### src/rtl/pix_reg_pkg.sv
// pix_reg_pkg: register offsets, reset values and the sensor parameter bundle for pix_reg_bank
package pix_reg_pkg;
  localparam logic [2:0] OFS_STREAM_EN = 3'd0;
  localparam logic [2:0] OFS_SOFT_TRIG = 3'd1;
  localparam logic [2:0] OFS_EXP       = 3'd2;
  localparam logic [2:0] OFS_GAIN      = 3'd3;
  localparam logic [2:0] OFS_ROI_W     = 3'd4;
  localparam logic [2:0] OFS_ROI_H     = 3'd5;
  localparam logic [2:0] OFS_FRAME_CNT = 3'd6;
  localparam logic [2:0] OFS_VERSION   = 3'd7;
  localparam logic [15:0] RST_EXP     = 16'h0100;
  localparam logic [15:0] RST_GAIN    = 16'h0000;
  localparam logic [15:0] RST_ROI_W   = 16'h0A20;
  localparam logic [15:0] RST_ROI_H   = 16'h0798;
  localparam logic [15:0] VERSION_VAL = 16'h5A01;
  typedef struct packed {
    logic [15:0] exp;
    logic [15:0] gain;
    logic [15:0] roi_w;
    logic [15:0] roi_h;
  } pix_param_t;
  localparam pix_param_t PARAM_RST = '{exp: RST_EXP, gain: RST_GAIN, roi_w: RST_ROI_W, roi_h: RST_ROI_H};
endpackage

### src/rtl/pix_reg_bank_if.sv
// pix_reg_bank_if: SPI-slave-side register access bus (strobes, address, data, select, readback)
interface pix_reg_bank_if #(
  parameter int AW = 16,
  parameter int DW = 16
);
  logic          wr_en;
  logic          rd_en;
  logic [AW-1:0] addr;
  logic [DW-1:0] wr_data;
  logic [DW-1:0] rd_data;
  logic          pix_sel;
  modport master (output wr_en, rd_en, addr, wr_data, input pix_sel, rd_data);
  modport slave  (input wr_en, rd_en, addr, wr_data, output pix_sel, rd_data);
endinterface

### src/rtl/pulse_sync_edge.sv
// pulse_sync_edge: 3-FF synchroniser of the SPI write strobe with an armed flag and a rising-edge commit
module pulse_sync_edge (
  input  logic clk_pix,
  input  logic reset_pix,
  input  logic i_pulse,
  output logic o_commit
);
  logic [2:0] sync_q, sync_d;
  logic [1:0] live_q, live_d;
  logic       armed_q, armed_d;
  // sync2 only holds a real strobe sample two cycles after reset; arm on the first such low sample
  always_comb begin
    sync_d  = {sync_q[1:0], i_pulse};
    live_d  = {live_q[0], 1'b1};
    armed_d = armed_q | (live_q[1] & ~sync_q[1]);
  end
  assign o_commit = sync_q[1] & ~sync_q[2] & armed_q;
  // synchroniser, fill tracker and armed flag
  always_ff @(posedge clk_pix) begin
    if (reset_pix) begin
      sync_q  <= '0;
      live_q  <= '0;
      armed_q <= 1'b0;
    end else begin
      sync_q  <= sync_d;
      live_q  <= live_d;
      armed_q <= armed_d;
    end
  end
endmodule

### src/rtl/pix_reg_bank.sv
// pix_reg_bank: clk_pix register bank behind the SPI slave; PIX_REG_SHADOW_EN enables frame-synchronous shadows
module pix_reg_bank
  import pix_reg_pkg::*;
#(
  parameter int                         SPI_ADDR_LENGTH = 16,
  parameter int                         SPI_DATA_LENGTH = 16,
  parameter logic [SPI_ADDR_LENGTH-1:0] REG_BASE        = 16'h0020
) (
  input  logic                  clk_pix,
  input  logic                  reset_pix,
  pix_reg_bank_if.slave         bus,
  input  logic                  i_fval,
  output logic                  o_stream_en,
  output logic                  o_soft_trigger,
  output logic [15:0]           ov_exp_line,
  output logic [15:0]           ov_gain,
  output logic [15:0]           ov_roi_width,
  output logic [15:0]           ov_roi_height
);
  logic                       commit, sel, fall, p_wr;
  logic [SPI_ADDR_LENGTH-1:0] ofs_full;
  logic [2:0]                 ofs;
  logic                       wr_vld_q, wr_vld_d;
  logic [2:0]                 wr_ofs_q, wr_ofs_d;
  logic [SPI_DATA_LENGTH-1:0] wr_dat_q, wr_dat_d;
  logic                       stream_en_q, stream_en_d;
  logic                       trig_q, trig_d;
  logic                       fval_q, fval_d;
  logic [15:0]                frame_cnt_q, frame_cnt_d;
  logic [SPI_DATA_LENGTH-1:0] rd_data_q, rd_data_d;
  pix_param_t                 param_q, param_d, p_nxt, view;
`ifdef PIX_REG_SHADOW_EN
  pix_param_t                 shadow_q, shadow_d;
  assign view = shadow_q;
`else
  assign view = param_q;
`endif

  pulse_sync_edge u_sync (
    .clk_pix  (clk_pix),
    .reset_pix(reset_pix),
    .i_pulse  (bus.wr_en),
    .o_commit (commit)
  );

  assign ofs_full       = bus.addr - REG_BASE;
  assign sel            = (bus.addr >= REG_BASE) && (ofs_full < SPI_ADDR_LENGTH'(8));
  assign ofs            = ofs_full[2:0];
  assign bus.pix_sel    = sel;
  assign bus.rd_data    = rd_data_q;
  assign o_stream_en    = stream_en_q;
  assign o_soft_trigger = trig_q;
  assign ov_exp_line    = param_q.exp;
  assign ov_gain        = param_q.gain;
  assign ov_roi_width   = param_q.roi_w;
  assign ov_roi_height  = param_q.roi_h;

  // capture the write at commit, apply it one cycle later; frame counting and readback mux
  always_comb begin
    wr_vld_d    = commit & sel & (ofs < OFS_FRAME_CNT);
    wr_ofs_d    = commit ? ofs : wr_ofs_q;
    wr_dat_d    = commit ? bus.wr_data : wr_dat_q;
    p_wr        = wr_vld_q && (wr_ofs_q >= OFS_EXP) && (wr_ofs_q <= OFS_ROI_H);
    p_nxt.exp   = (wr_vld_q && wr_ofs_q == OFS_EXP)   ? wr_dat_q : view.exp;
    p_nxt.gain  = (wr_vld_q && wr_ofs_q == OFS_GAIN)  ? wr_dat_q : view.gain;
    p_nxt.roi_w = (wr_vld_q && wr_ofs_q == OFS_ROI_W) ? wr_dat_q : view.roi_w;
    p_nxt.roi_h = (wr_vld_q && wr_ofs_q == OFS_ROI_H) ? wr_dat_q : view.roi_h;
    stream_en_d = (wr_vld_q && wr_ofs_q == OFS_STREAM_EN) ? wr_dat_q[0] : stream_en_q;
    trig_d      = wr_vld_q && wr_ofs_q == OFS_SOFT_TRIG && wr_dat_q[0];
    fval_d      = i_fval;
    fall        = fval_q & ~i_fval;
    frame_cnt_d = frame_cnt_q + {15'b0, i_fval & ~fval_q};
`ifdef PIX_REG_SHADOW_EN
    shadow_d    = p_nxt;
    param_d     = (fall | (p_wr & ~stream_en_q)) ? p_nxt : param_q;
`else
    param_d     = p_nxt;
`endif
    rd_data_d   = !sel                   ? '0 :
                  ofs == OFS_STREAM_EN   ? {15'b0, stream_en_q} :
                  ofs == OFS_EXP         ? view.exp :
                  ofs == OFS_GAIN        ? view.gain :
                  ofs == OFS_ROI_W       ? view.roi_w :
                  ofs == OFS_ROI_H       ? view.roi_h :
                  ofs == OFS_FRAME_CNT   ? frame_cnt_q :
                  ofs == OFS_VERSION     ? VERSION_VAL : '0;
  end

  // all bank state, cleared or preset on reset
  always_ff @(posedge clk_pix) begin
    if (reset_pix) begin
      wr_vld_q    <= 1'b0;
      wr_ofs_q    <= '0;
      wr_dat_q    <= '0;
      stream_en_q <= 1'b0;
      trig_q      <= 1'b0;
      fval_q      <= 1'b0;
      frame_cnt_q <= '0;
      rd_data_q   <= '0;
      param_q     <= PARAM_RST;
`ifdef PIX_REG_SHADOW_EN
      shadow_q    <= PARAM_RST;
`endif
    end else begin
      wr_vld_q    <= wr_vld_d;
      wr_ofs_q    <= wr_ofs_d;
      wr_dat_q    <= wr_dat_d;
      stream_en_q <= stream_en_d;
      trig_q      <= trig_d;
      fval_q      <= fval_d;
      frame_cnt_q <= frame_cnt_d;
      rd_data_q   <= rd_data_d;
      param_q     <= param_d;
`ifdef PIX_REG_SHADOW_EN
      shadow_q    <= shadow_d;
`endif
    end
  end
endmodule

### src/flat_wrapper.sv
// flat-port wrapper written by rule: the top's interface ports become plain ports
module pix_reg_bank_flat import pix_reg_pkg::*;
#(
  parameter int                         SPI_ADDR_LENGTH = 16,
  parameter int                         SPI_DATA_LENGTH = 16,
  parameter logic [SPI_ADDR_LENGTH-1:0] REG_BASE        = 16'h0020
)
  (clk_pix, reset_pix, i_fval, o_stream_en, o_soft_trigger, ov_exp_line, ov_gain, ov_roi_width, ov_roi_height, bus_wr_en, bus_rd_en, bus_addr, bus_wr_data, bus_pix_sel, bus_rd_data);
  pix_reg_bank_if bus_i ();
  input  logic clk_pix;
  input  logic reset_pix;
  input  logic i_fval;
  output logic o_stream_en;
  output logic o_soft_trigger;
  output logic [15:0] ov_exp_line;
  output logic [15:0] ov_gain;
  output logic [15:0] ov_roi_width;
  output logic [15:0] ov_roi_height;
  input wire logic [$bits(bus_i.wr_en)-1:0] bus_wr_en;
  input wire logic [$bits(bus_i.rd_en)-1:0] bus_rd_en;
  input wire logic [$bits(bus_i.addr)-1:0] bus_addr;
  input wire logic [$bits(bus_i.wr_data)-1:0] bus_wr_data;
  output wire logic [$bits(bus_i.pix_sel)-1:0] bus_pix_sel;
  output wire logic [$bits(bus_i.rd_data)-1:0] bus_rd_data;
  assign bus_i.wr_en = bus_wr_en;
  assign bus_i.rd_en = bus_rd_en;
  assign bus_i.addr = bus_addr;
  assign bus_i.wr_data = bus_wr_data;
  assign bus_pix_sel = bus_i.pix_sel;
  assign bus_rd_data = bus_i.rd_data;
  pix_reg_bank #(.SPI_ADDR_LENGTH(SPI_ADDR_LENGTH), .SPI_DATA_LENGTH(SPI_DATA_LENGTH), .REG_BASE(REG_BASE)) u_core (.clk_pix(clk_pix), .reset_pix(reset_pix), .bus(bus_i), .i_fval(i_fval), .o_stream_en(o_stream_en), .o_soft_trigger(o_soft_trigger), .ov_exp_line(ov_exp_line), .ov_gain(ov_gain), .ov_roi_width(ov_roi_width), .ov_roi_height(ov_roi_height));
endmodule
### config.mk
export PLATFORM = sky130hd
export DESIGN_NAME = pix_reg_bank_flat
export DESIGN_NICKNAME = d
export VERILOG_FILES = /design/src/rtl/pix_reg_pkg.sv /design/src/rtl/pix_reg_bank_if.sv /design/src/rtl/pulse_sync_edge.sv /design/src/rtl/pix_reg_bank.sv /design/src/flat_wrapper.sv
export SDC_FILE = /design/constraint.sdc
export NUM_CORES = 1
export LEC_CHECK = 0
export CORE_MARGIN = 10
export CORE_UTILIZATION = 45
export CTS_CLUSTER_SIZE = 12
export DETAILED_ROUTE_END_ITERATION = 10
export PLACE_DENSITY = 0.8
export SLEW_MARGIN = 40
export SYNTH_ARGS = -nofsm -noshare
export SYNTH_HDL_FRONTEND = slang
export SYNTH_HIERARCHICAL = 1
export SYNTH_SLANG_ARGS = --single-unit
### constraint.sdc
create_clock -name clk_pix -period 1.7 [get_ports clk_pix]
set_input_delay 0.17 -clock clk_pix [delete_from_list [all_inputs] [get_ports clk_pix]]
set_output_delay 0.17 -clock clk_pix [all_outputs]
set_load 0.02 [all_outputs]
[Yosys cells after proc, flatten, opt, wreduce, memory -nomap -nowiden]
Cells that the tools add are included.
Storage, ports and cells
  output and inout bits: 83
  input bits: 37
  flip-flop bits (word level): 125
Cells by class
  magnitude comparators: 3
  reductions and logical operators: 12
  bitwise gates (word level): 11
  muxes and demuxes: 8
  add/sub/neg operators: 2
  eq/ne operators: 11
Operators by type and width (count)
  two-way mux 16 bit: 5
  == test 3 bit (second input constant): 6
  adder 16 x 1 -> 16 bit: 1
  >= comparator 16 x 6 -> 1 bit (second input constant): 1
  less-than comparator 16 x 4 -> 1 bit (second input constant): 1
  subtractor 16 x 6 -> 16 bit (second input constant): 1
  two-way mux 15 bit: 1
  == test 3 x 2 -> 1 bit (second input constant): 4
  logical AND 1 bit: 8
  AND 1 bit: 6
  logical NOT 3 bit: 2
  NOT 1 bit: 4
  == test 3 x 1 -> 1 bit (second input constant): 1
  less-than comparator 3 bit (second input constant): 1
  OR reduction 3 bit: 1
  two-way mux 1 bit: 2
  OR reduction 2 bit: 1
  bitwise OR 1 bit: 1

[Depth between registers and ports, before layout]
  word-level depth: 9
  gate-level depth with buffers: 8

[By module]
The synthesis kept the hierarchy.
By module, submodules not included
  pix_reg_bank: area each 5051.1 um2, instances 1, cells an instance 580, seq. area each 2382.3 um2
  pulse_sync_edge: area each 181.4 um2, instances 1, cells an instance 14, seq. area each 120.1 um2

[Least setup slack after synthesis]
Ideal clock, no wire load.
  path kind: input to register
  start: input bus_addr[5]
  end: register u_core.rd_data_q[14], in the netlist u_core/bus.rd_data[14]
  slack: -0.018 ns
  path buffers: 1
  stages on the path: 7
  data arrival time: 1.619 ns
  required time: 1.600 ns
  setup time: 0.100 ns
  cell sequence: inv_1 > ha_1 > and4bb_2 > o2111ai_1 > or4_1 > buf_6 > a2111oi_4
On the way
  cells in the longest elaborated chain, start to end: 5
  elaborated cells on any way between the ends: 6
  those cells by class: add/sub: 1; order compare: 2; bitwise: 1; reduce/logical: 2
RTL lines
  from (decl): line flat_wrapper.sv:21  | input wire logic [$bits(bus_i.addr)-1:0] bus_addr;
  subtractor 16 x 6 -> 16 bit: line pix_reg_bank.sv:46  | assign ofs_full = bus.addr - REG_BASE;
  less-than comparator 16 x 4 -> 1 bit: line pix_reg_bank.sv:47  | assign sel = (bus.addr >= REG_BASE) && (ofs_full < SPI_ADDR_LENGTH'(8));
  logical AND 1 bit *: line pix_reg_bank.sv:47
  NOT 1 bit (no line) *
  OR reduction 3 bit (no line) *
  to (signal assigned): line pix_reg_bank.sv:112  | rd_data_q <= rd_data_d;
  to (decl): line pix_reg_bank.sv:30  | logic [SPI_DATA_LENGTH-1:0] rd_data_q, rd_data_d;
Mark *: on every way between the ends. The rest lies on a longest branch, timed or not.
A chain may end at the register's enable or synchronous reset.

[Final worst setup path]
  start: register u_core.fval_q
  end: register u_core.frame_cnt_q[14]
On the way
  cells in the longest elaborated chain, start to end: 3
RTL lines
  from (decl): line pix_reg_bank.sv:28  | logic fval_q, fval_d;
  from (signal assigned): line pix_reg_bank.sv:110  | fval_q <= fval_d;
  NOT 1 bit: line pix_reg_bank.sv:72  | frame_cnt_d = frame_cnt_q + {15'b0, i_fval & ~fval_q};
  AND 1 bit: line pix_reg_bank.sv:72
  adder 16 x 1 -> 16 bit: line pix_reg_bank.sv:72
  to (signal assigned): line pix_reg_bank.sv:111  | frame_cnt_q <= frame_cnt_d;
  to (decl): line pix_reg_bank.sv:29  | logic [15:0] frame_cnt_q, frame_cnt_d;
No other way between the ends.

==> out/metrics.cfg <==
[clocking]
cts_tree = yes
clockBufferDepth = 2
cts_sinks = 125
cts_buffers = 17
path_clk_slew_ns = 0.05
cts_root_buffer = clkbuf_16
htreeDepth = 4
hold_buffers = 0
clock_latency_ns = 0.42

[yosys]
synth_compound_area_share_pct = 12.5
syn_area_per_cell_um2 = 8.81
netlist_area_um2 = 5230
seq_area_frac_synth_pct = 47.8
synth_nets = 634
ys.flop_type = dfxtp_1
synth_fa_ha_area_share_pct = 0.717
synth.yosys.warnings = 6
async_flop_share_pct = 0
synth_area_leader_cell = dfxtp_1
synth_top_family_by_area = simple AND/OR/NAND/NOR gates
synth-simple-area-share_pct = 23.1
synth.distinct_cells = 50
synth_area_leaders = dfxtp_1 48%, nand2_1 10%, mux2i_1 6.1%
synth_xor_area_share_pct = 2.18
syn_inst = 594
ys_ff_latch = 125
synth_top_area_share_pct = 47.8
synthMuxAreaShare_pct = 9.35
synth_edf_count = 0

[cells_and_area]
fin_nets = 787
fin_cells = 901
drive_gt1_share_pct = 18.8
fillers = 887
syn_to_final_growth_pct = 44.3
stdcell_area_um2 = 7550

[power]
switching_share_pct = 20.5
seq_power_share_pct = 42.4
ir_drop_mv = 0.721
clockPowerShare_pct = 52.3
powerDensity_nw_per_um2 = 927
comb_power_share_pct = 5.3
p_sw_mw = 1.44
finalPower_mw = 7.00
internal-power_mw = 5.56
p_leak_nw = 2.75

[routing]
route.detailed.drc = 2
wl_per_cell_um = 18.8
vias_per_cell = 5.57
antenna_left = 0
vias = 5015
drt_first_pass_iters = 10
first_iter_violations = 450
routed_wl_mm = 16.9

[worst_setup_path]
critPathLaunchType = register
cp-startpoint = u_core/fval_q
rrSetupSlack_ns = -0.15
cp_data_arrival_time_ns = 2.14
worstSetupEndpointType = register
timing.rr.end = u_core/frame_cnt_q[14]
worstPathMaxFanout = 5
reg2reg_depth = 7
required_ns = 1.99
r2r-start = u_core/fval_q
path_class = register to register

[timing]
finalHoldViolations = 0
rsz0062_at_grt = true
relSlewSlack_pct = 66.2
timing.final.crit_period_ns = 1.85
fin_crit_sh_pct = 109
timing.fmax_mhz = 540
hold_ws_ns = 0.310
slew_violations = 0
finalSetupViolCount = 5
worstMarginPinSlew_ns = 0.505
fin_ws_ns = -0.151
skew_ns = 0.00870

[floorplan]
io_pins = 120
die_h_um = 128
core_area_um2 = 11400
rows = 39
die_area_um2 = 16300
die_w_um = 128
initial_utilization_pct = 45.8

[place]
port_buffers = 118
place_area_um2 = 6820
hpwl_mm = 11.8
gp_congestion = 0.886
pre_cts_slack_ns = -0.734
placed_cells = 865

[grt]
track_usage_pct = 20.2
grt_pass1_wl_mm = 26.4
grt-ovfl-total = 0
grt_pass1_vias = 5015
antenna_found_initial = 1
grt_start_max_net_pins = 111

[min_path]
hold_class = input port to register
hold_depth = 4
holdPathEnd = u_core/bus.rd_data[14]
hp-start = reset_pix

[job]
max_cap_viol_count = 0

[run_status]
outcome = finished with violations
violations = design-rule violations, negative setup slack

state kept, by name, indices dropped and copies added (netlist names):
signal                 cells
u_core/ov_roi_height      16
u_core/u_sync/live_q       2
u_core/wr_ofs_q            3
u_core/u_sync/sync_q       3
u_core/o_soft_trigger      1
u_core/wr_vld_q            1
u_core/ov_roi_width       16
u_core/wr_dat_q           16
u_core/fval_q              1
u_core/ov_exp_line        16
u_core/bus.rd_data        16
u_core/o_stream_en         1
u_core/frame_cnt_q        16
u_core/u_sync/armed_q      1
u_core/ov_gain            16
stage by stage:
stage	setup TNS [ns]	utilization, %
floorplan	0	-
global placement	-11.35	59.7
detailed placement	-12.95	59.7
CTS	-0.108	65.4
global route	-0.874	66.1
finish	-0.452	66.1
critical path, cell delays in order, from the launching register on:
cell     delay (ns)
dfxtp_1        0.30
nor2b_2        0.12
ha_2           0.21
ha_4           0.13
nand4_1        0.26
nor4_1         0.46
xnor2_1        0.18
nor2_1         0.06
power groups by stage:
stage               clock network [mW]  registers [mW]  logic, mW
floorplan                            0            3.02      0.172
global placement                     0            3.02      0.347
detailed placement                   0            3.02      0.356
CTS                               3.68            2.96      0.358
global route                      3.79            2.96      0.397
finish                            3.66            2.96      0.369
repair_timing:
action / CTS / global route
setup endpoints to repair: 20 / 20
setup buffers: 3 / 3
pin swaps: 8 / 9
endpoints found under the hold margin: 0 / 0
resized for setup: 20 / 13
cells in the mapped netlist (5+ instances only):
cell and instances:
nor3_2 10, nor2b_1 9, o2bb2ai_1 9, nor2_1 41, clkbuf_1 32, a22oi_1 11
mux2i_1 32, o22ai_1 5, inv_1 12, mux2_2 15, a21oi_1 57, nand3b_1 11
xnor2_1 10, nor3_1 10, o21ai_0 5, nand2_1 139, dfxtp_1 125
metal layers:
| layer | wire (um) | up-vias | GRT usage, % | part of all wire, % |
|---|---|---|---|---|
| met2 | 8090 | 260 | 33.7 | 48 |
| met1 | 6880 | 2381 | 23.1 | 41 |
| met3 | 1490 | 40 | 6.62 | 8.8 |
| met4 | 454 | 0 | 8.54 | 2.7 |
| li1 | - | 2334 | - | - |
| met5 | 0 | - | 0 | 0 |
layout make-up:
type                    count  area, um2  area share, %
multi-input cells         417       2610           34.6
clock buffers              22        484           6.41
clock inverters             7        113           1.49
flip-flops and latches    125       2500           33.1
diodes                      1       2.50         0.0331
repair buffers            173       1610           21.3
well taps                 143        179           2.37
inverters                  13       48.8          0.646
worst max path at each step:
stage	end	slack, ns
floorplan	u_core/bus.rd_data[14]	0.05
global placement	bus_pix_sel	-0.65
detailed placement	bus_pix_sel	-0.73
CTS	u_core/frame_cnt_q[8]	-0.06
global route	u_core/frame_cnt_q[8]	-0.20
finish	u_core/frame_cnt_q[14]	-0.15
logic make-up (layout without fill, tap and decap cells):
kind of cell	after synthesis	in the layout
buffers and inverters	52	215
XOR/XNOR	13	13
other	0	1
adder cells (fa/ha/maj)	3	3
multiplexers	47	47
AO/OA/AOI/OAI	102	102
AND/OR/NAND/NOR	252	252
flip-flops	125	125
placed cells by master (no fill, tap or decap), drive strengths merged, types with 13 or more instances in the layout:
| cell type | netlist | layout |
|---|---|---|
| dfxtp | 125 | 125 |
| a21oi | 57 | 57 |
| clkdlybuf4s50 | 0 | 110 |
| inv | 13 | 13 |
| buf | 7 | 57 |
| mux2i | 32 | 32 |
| mux2 | 15 | 15 |
| nand2 | 139 | 139 |
| clkbuf | 32 | 23 |
| nor2 | 41 | 41 |
| nor3 | 20 | 20 |
No activity file was read; power rests on OpenSTA's default activity.
